File: config.mk
export PLATFORM = sky130hd
export DESIGN_NAME = i2s_receiver
export DESIGN_NICKNAME = d
export VERILOG_FILES = /design/src/rtl/i2s_receiver.sv
export SDC_FILE = /design/constraint.sdc
export NUM_CORES = 1
export LEC_CHECK = 0
export CORE_UTILIZATION = 49
export DETAILED_ROUTE_END_ITERATION = 8
export SYNTH_ARGS = -nofsm -noshare
export SYNTH_HDL_FRONTEND = slang
export SYNTH_SLANG_ARGS = --single-unit
export TNS_END_PERCENT = 1
File: constraint.sdc
create_clock -name clk -period 7.75 [get_ports clk]
set_input_delay 1.1625 -clock clk [delete_from_list [all_inputs] [get_ports clk]]
set_output_delay 1.1625 -clock clk [all_outputs]
set_load 0.01 [all_outputs]
File: src/rtl/i2s_receiver.sv
// I2S capture path: oversamples bclk/lrclk/sdata in clk_soc, assembles 24-bit L/R pairs
// and buffers them in a first-word-fall-through FIFO read through a valid/ready handshake.
module i2s_receiver #(
    parameter int unsigned DATA_WIDTH = 24,
    parameter int unsigned FIFO_AW    = 4
) (
    input  logic                  clk,
    input  logic                  reset,
    input  logic                  bclk,
    input  logic                  lrclk,
    input  logic                  sdata,
    output logic [DATA_WIDTH-1:0] frame_out_l,
    output logic [DATA_WIDTH-1:0] frame_out_r,
    output logic                  frame_valid,
    input  logic                  frame_ready,
    output logic [FIFO_AW:0]      fill_level,
    output logic                  overflow,
    output logic                  short_slot,
    input  logic                  clear_errors
);

    localparam int unsigned CNT_W   = $clog2(DATA_WIDTH + 1);
    localparam int unsigned DEPTH   = 2 ** FIFO_AW;
    localparam int unsigned FRAME_W = 2 * DATA_WIDTH;

    // Input synchronizers; all three lines share the same depth so they stay aligned
    logic bclk_s1, bclk_s2, bclk_s3;
    logic lr_s1, lr_s2;
    logic sd_s1, sd_s2;

    always_ff @(posedge clk) begin
        if (reset) begin
            bclk_s1 <= 1'b0;
            bclk_s2 <= 1'b0;
            bclk_s3 <= 1'b0;
            lr_s1   <= 1'b0;
            lr_s2   <= 1'b0;
            sd_s1   <= 1'b0;
            sd_s2   <= 1'b0;
        end else begin
            bclk_s1 <= bclk;
            bclk_s2 <= bclk_s1;
            bclk_s3 <= bclk_s2;
            lr_s1   <= lrclk;
            lr_s2   <= lr_s1;
            sd_s1   <= sdata;
            sd_s2   <= sd_s1;
        end
    end

    logic                  bclk_rise;
    logic                  slot_start;
    logic                  bit_take;
    logic                  word_done;
    logic                  short_ev;
    logic [DATA_WIDTH-1:0] shift_next;

    logic                  lr_prev;
    logic                  channel;
    logic                  synced;
    logic [CNT_W-1:0]      bit_cnt;
    logic [DATA_WIDTH-1:0] shift_reg;
    logic [DATA_WIDTH-1:0] left_word;
    logic                  have_left;
    logic                  frame_rdy;
    logic [FRAME_W-1:0]    frame_data;
    logic                  push_valid;
    logic [FRAME_W-1:0]    push_data;

    assign bclk_rise  = bclk_s2 & ~bclk_s3;
    assign slot_start = bclk_rise & (lr_s2 != lr_prev);
    assign bit_take   = bclk_rise & ~slot_start & synced & (bit_cnt < CNT_W'(DATA_WIDTH));
    assign word_done  = bit_take & (bit_cnt == CNT_W'(DATA_WIDTH - 1));
    assign short_ev   = slot_start & synced & (bit_cnt < CNT_W'(DATA_WIDTH));
    assign shift_next = {shift_reg[DATA_WIDTH-2:0], sd_s2};

    // Slot tracking and word assembly; the bit on a slot-start edge belongs to the old slot
    always_ff @(posedge clk) begin
        if (reset) begin
            lr_prev    <= 1'b0;
            channel    <= 1'b0;
            synced     <= 1'b0;
            bit_cnt    <= '0;
            shift_reg  <= '0;
            left_word  <= '0;
            have_left  <= 1'b0;
            frame_rdy  <= 1'b0;
            frame_data <= '0;
            push_valid <= 1'b0;
            push_data  <= '0;
        end else begin
            frame_rdy  <= 1'b0;
            push_valid <= frame_rdy;
            push_data  <= frame_data;
            if (slot_start) begin
                lr_prev <= lr_s2;
                channel <= lr_s2;
                bit_cnt <= '0;
                if (!lr_s2) begin
                    have_left <= 1'b0;
                end
                if (lr_prev && !lr_s2) begin
                    synced <= 1'b1;
                end
            end else if (bit_take) begin
                shift_reg <= shift_next;
                bit_cnt   <= bit_cnt + CNT_W'(1);
                if (word_done) begin
                    if (!channel) begin
                        left_word <= shift_next;
                        have_left <= 1'b1;
                    end else if (have_left) begin
                        frame_rdy  <= 1'b1;
                        frame_data <= {left_word, shift_next};
                        have_left  <= 1'b0;
                    end
                end
            end
        end
    end

    // FWFT FIFO; head registers are loaded from next-state so they track frame_valid exactly
    logic [FRAME_W-1:0] mem [DEPTH];
    logic [FIFO_AW-1:0] wr_ptr;
    logic [FIFO_AW-1:0] rd_ptr;
    logic [FIFO_AW-1:0] rd_next;
    logic [FIFO_AW:0]   count_next;
    logic [FRAME_W-1:0] head_next;
    logic               pop;
    logic               full;
    logic               do_write;
    logic               ovf_ev;

    always_comb begin
        pop        = frame_valid & frame_ready;
        full       = (fill_level == (FIFO_AW + 1)'(DEPTH));
        do_write   = push_valid & (~full | pop);
        ovf_ev     = push_valid & full & ~pop;
        rd_next    = pop ? rd_ptr + FIFO_AW'(1) : rd_ptr;
        count_next = fill_level;
        if (do_write && !pop) begin
            count_next = fill_level + (FIFO_AW + 1)'(1);
        end else if (!do_write && pop) begin
            count_next = fill_level - (FIFO_AW + 1)'(1);
        end
        head_next = mem[rd_next];
        if (do_write && (wr_ptr == rd_next)) begin
            head_next = push_data;
        end
    end

    always_ff @(posedge clk) begin
        if (do_write) begin
            mem[wr_ptr] <= push_data;
        end
    end

    always_ff @(posedge clk) begin
        if (reset) begin
            wr_ptr      <= '0;
            rd_ptr      <= '0;
            fill_level  <= '0;
            frame_valid <= 1'b0;
            frame_out_l <= '0;
            frame_out_r <= '0;
            overflow    <= 1'b0;
            short_slot  <= 1'b0;
        end else begin
            if (do_write) begin
                wr_ptr <= wr_ptr + FIFO_AW'(1);
            end
            rd_ptr      <= rd_next;
            fill_level  <= count_next;
            frame_valid <= (count_next != '0);
            if (count_next != '0) begin
                frame_out_l <= head_next[FRAME_W-1:DATA_WIDTH];
                frame_out_r <= head_next[DATA_WIDTH-1:0];
            end
            // A new event wins over a simultaneous clear
            overflow   <= (overflow & ~clear_errors) | ovf_ev;
            short_slot <= (short_slot & ~clear_errors) | short_ev;
        end
    end

endmodule
* Yosys cells after proc, flatten, opt, wreduce, memory -nomap -nowiden *
Memory sizes are Yosys's and may differ from the RTL's. A register that Yosys moved wholly into a read port is not among the register bits.
Index checks and enable logic that the tools add are counted.

word-level totals
  logic and storage cells = 86
  bits of input ports = 7
  memories kept = 1
  memory bits (writable) = 768
  flip-flop bits (word level) = 176
  output and inout port bits = 56

cells by class
  order comparisons = 1
  reductions and logical operators = 16
  add/subtract/negate cells = 5
  equal/unequal tests = 4
  mux-type cells = 11
  bitwise operators = 25

memory list
  memory  words  bits a word  read ports  clocked after memory_dff  wr ports  RTL line  text
  mem     16     48           1           1                         1         123       logic [FRAME_W-1:0] mem [DEPTH];

operator list
  operator                                           count
  AND 1 bit                                          14
  adder 5 x 1 -> 5 bit (second input constant)       2
  equality test 5 bit (second input constant)        2
  2-to-1 mux 5 bit                                   2
  adder 4 x 1 -> 4 bit (second input constant)       2
  2-to-1 mux 1 bit                                   8
  inverter 1 bit                                     8
  < comparator 5 bit (second input constant)         1
  AND reduction 5 bit                                1
  nonzero test 5 bit                                 1
  OR reduction 5 bit                                 1
  subtractor 5 x 1 -> 5 bit (second input constant)  1
  2-to-1 mux 4 bit                                   1
  AND reduction 2 bit                                2
  AND reduction 4 bit                                1
  nonzero test 2 bit                                 2
  logical AND 1 bit                                  3
  logical NOT 1 bit                                  3
  bitwise OR 1 bit                                   3
  AND reduction 3 bit                                1
  inequality test 2 bit (second input constant)      1
  OR reduction 2 bit                                 1
  inequality test 1 bit                              1

* Logic depth before layout (Yosys ltp) *
  depth after elaboration = 11
  mapped depth = 10
  gate-level depth less buffers = 8

* Worst setup path before layout *
OpenSTA, ideal clock, no wires.

  kind = input to register
  start point = in frame_ready
  end point = mem mem[3][0] (netlist name) (enable)
  slack = 1870 ps
  stages on the path = 6
  setup time = 513 ps
  path buffers = 2
  required time = 7237 ps
  arrival = 5368 ps
  cells stage by stage = buf_4 > and2_0 > o21a_1 > clkbuf_1 > nand2_1 > nor3_1

between the ends
  word-level cells in the longest chain between the ends = 5

ends and longest elaborated chain
  element                                 RTL line  text
  start: declaration                      15        input logic frame_ready,
  AND 1 bit                               135       pop = frame_valid & frame_ready;
  bitwise OR 1 bit                        137       do_write = push_valid & (~full | pop);
  AND 1 bit                               137
  2-to-1 mux 1 bit                        153       if (do_write) begin
  2-to-1 mux 1 bit (not written as such)  154       mem[wr_ptr] <= push_data;
  end: declaration                        123

No other way between the ends.

* Worst setup path after layout *
  start point = in frame_ready
  end point = mem mem[4][44] (netlist name) (enable)

The elaborated chain is that of the path after synthesis.

==> results.py <==
metrics = {
    "run_status": {
        "status": "complete, no violations",
    },
    "cells_and_area": {
        "largest_register": "mem",
        "layout.cells.non_filler": 3333,
        "largest_reg_flops": 768,
        "reg_top3": "mem x768, frame_data x48, push_data x48",
        "syn_to_final_growth_pct": 13.8,
        "final_nets": 2285,
        "layout-drive-gt1-share_pct": 18.2,
        "antenna_cells": 0,
    },
    "synthesis": {
        "synth_cell_types": 67,
        "synth_cells": 2213,
        "synth_seq_area_share_pct": 73.6,
        "postSynthNetCount": 2229,
        "netlist_area_sq_mm": 0.0374,
        "synth_top_area_cell": "edfxtp_1",
        "yosysMostFrequentCell": "edfxtp_1",
        "yosys-top-cells-area": "edfxtp_1, dfxtp_1, mux4_2",
        "syn_area_per_cell_sq_um": 16.9,
        "yosysTopAreaCellShare_pct": 61.6,
        "synth_edf_count": 768,
        "synth_flop_cell": "edfxtp_1",
        "synthArstFlopShare_pct": 0,
        "synth_seq_cells": 992,
        "yosys-top-cells-count": "edfxtp_1, dfxtp_1, nand2_1",
        "ys_warn_count": 0,
    },
    "setup_path": {
        "crit_type": "in2reg",
        "cp-endpoint": "mem[4][44]",
        "ff2ff_path_depth": 9,
        "r2r_start": "bit_cnt[3]",
        "cp.required_ns": 8.03,
        "rr_endpoint": "frame_data[23]",
        "cp_max_fo": 26,
        "critical_path.endpoint_type": "register",
        "crit_arrival_ns": 4.62,
        "startpoint_type": "input port",
        "r2r_slack_ns": 3.78,
        "startpoint": "frame_ready",
    },
    "placed_design": {
        "dp_cells": 3147,
        "portBuffers": 62,
        "place_congestion": 0.815,
        "post-dp-hpwl_mm": 51.4,
    },
    "timing": {
        "skew_ns": 0.0336,
        "maxSlewHeadroom_pct": 14.2,
        "tns_ns": 0,
        "rsz0062_at_grt": "no",
        "layout_min_cycle_time_ns": 4.34,
        "hold_violations": 0,
        "finalMaxSlewViolations": 0,
        "max_freq_mhz": 230,
        "timing.final.crit_share_pct": 56.0,
        "setup_violations": 0,
        "max_slew.worst_pin.slew_ns": 1.29,
        "hold_slack_ns": 0.446,
    },
    "die": {
        "die_h_microns": 278,
        "initial_core_util_pct": 49.4,
        "ios": 63,
        "coreArea_sq_mm": 0.0758,
        "fp.dieW_microns": 278,
        "core.rowCount": 101,
        "die_area_sq_mm": 0.0775,
    },
    "route": {
        "dr.pass1.iters": 5,
        "route.met2.wl_mm": 46.8,
        "drt-wirelength-per-cell_microns": 28.4,
        "detail-route-antenna-nets": 0,
        "highest_layer": "met5",
        "wirelength_mm": 94.7,
        "drc": 0,
        "wl_met1_mm": 40.2,
        "vias": 20700,
        "routed_via_density": 6.21,
        "wl_met3_mm": 6.00,
        "initialDrtViolationCount": 2015,
    },
    "min_path": {
        "hp-class": "reg2reg",
        "min_from": "sd_s1",
        "whs_path_depth": 1,
    },
    "clock_network": {
        "clkSlewWorstSetupHoldPaths_ns": 0.06,
        "cts_resized": 0,
        "tritoncts": "done",
        "cts-root-buf": "clkbuf_16",
        "clk_latency_ns": 0.66,
        "clockBufferDepth": 3,
        "post-cts-setup-buffer-count": 0,
        "numCtsBuffers": 98,
        "clock_sinks": 992,
        "ctsHoldBuffers": 0,
        "htree_levels": 3,
    },
    "global_route": {
        "grt_max_degree": 115,
        "track_usage_pct": 24.7,
        "overflow": 0,
        "antenna_found_initial": 2,
        "grt_pass1_wl_mm": 140,
        "grt_pass1_vias": 21100,
    },
    "pwr": {
        "leakagePower_nw": 15.9,
        "power.density_mw_per_mm2": 288,
        "ir_drop_uv": 180,
        "power_mw": 12.3,
    },
    "run": {
        "cap_violations": 0,
    },
}
## power breakdown
part / switching [mW] / internal [mW]
combinational: 0.878 / 0.592
sequential: 0.107 / 5.75
clock: 2.00 / 2.93
## metrics by stage
| stage | area (sq um) | utilization, % | worst slack [ns] |
|---|---|---|---|
| floorplan | 37400 | - | 1.87 |
| global route | 42600 | 56.2 | 3.25 |
| detailed placement | 39200 | 51.7 | 2.73 |
| global placement | 39200 | 51.7 | 2.74 |
| finish | 42600 | 56.2 | 3.41 |
| CTS | 42600 | 56.2 | 3.41 |
## worst min-delay path by stage
stage                    endpoint  slack (ns)
global route        push_data[10]        0.46
finish                      sd_s2        0.45
global placement       push_valid        0.42
CTS                         sd_s2        0.45
floorplan                 bclk_s2        0.41
detailed placement          sd_s2        0.42
## area by class of cell
class,count,area (sq um)
fill,5903,33200
timing repair buffer,117,1040
tap,978,1220
inverter,7,26.3
clock inverter,62,732
sequential,992,27500
clock buffer,124,2640
multi-input combinational,1053,9380
## routing by layer
metal	vias up	global-route usage [%]
met5	-	0
met1	10900	33.7
li1	8998	-
met3	124	4.02
met2	678	41.2
met4	4	6.46
## cell families (layout without fill, tap and decap cells)
group                      Yosys count  count (layout)  share of synthesized area [%]
DFF                                992             992                           73.6
buffers and inverters              168             310                           2.00
and+or+nand+nor                    431             431                           5.95
AOI/OAI and AO/OA                  404             404                           8.88
adders and majority gates            9               9                          0.301
xor gates and xnor gates            17              17                          0.434
muxes                              192             192                           8.87
## placed cells by master, fill, tap and decap left out, types with 14 or more instances in the layout
cell and instances:
a32o_1 48, nand4_1 21, mux2i_1 64, clkbuf_1 18, or2_2 49, a21oi_1 58, bufinv_16 15, buf_4 55
o211ai_1 24, mux2_2 18, nor2b_1 62, o311ai_0 16, o22a_1 48, nand3_1 18, a22oi_1 56, a221oi_1 17
a221o_1 40, a311o_1 39, dfxtp_1 224, clkinv_2 27, clkbuf_16 100, mux4_2 110, clkdlybuf4s50_1 61, and3_1 59
nor2_1 21, nand2_1 157, a211oi_1 26, nor2_4 14, edfxtp_1 768
## critical path: stages
cell and delay [ns]:
clkdlybuf4s50_1 0.77, and2_0 0.49, o21a_1 0.36, nand2_1 0.28, nor2_4 0.96, buf_4 0.57
Note: power is estimated with default switching activity, not from simulation.
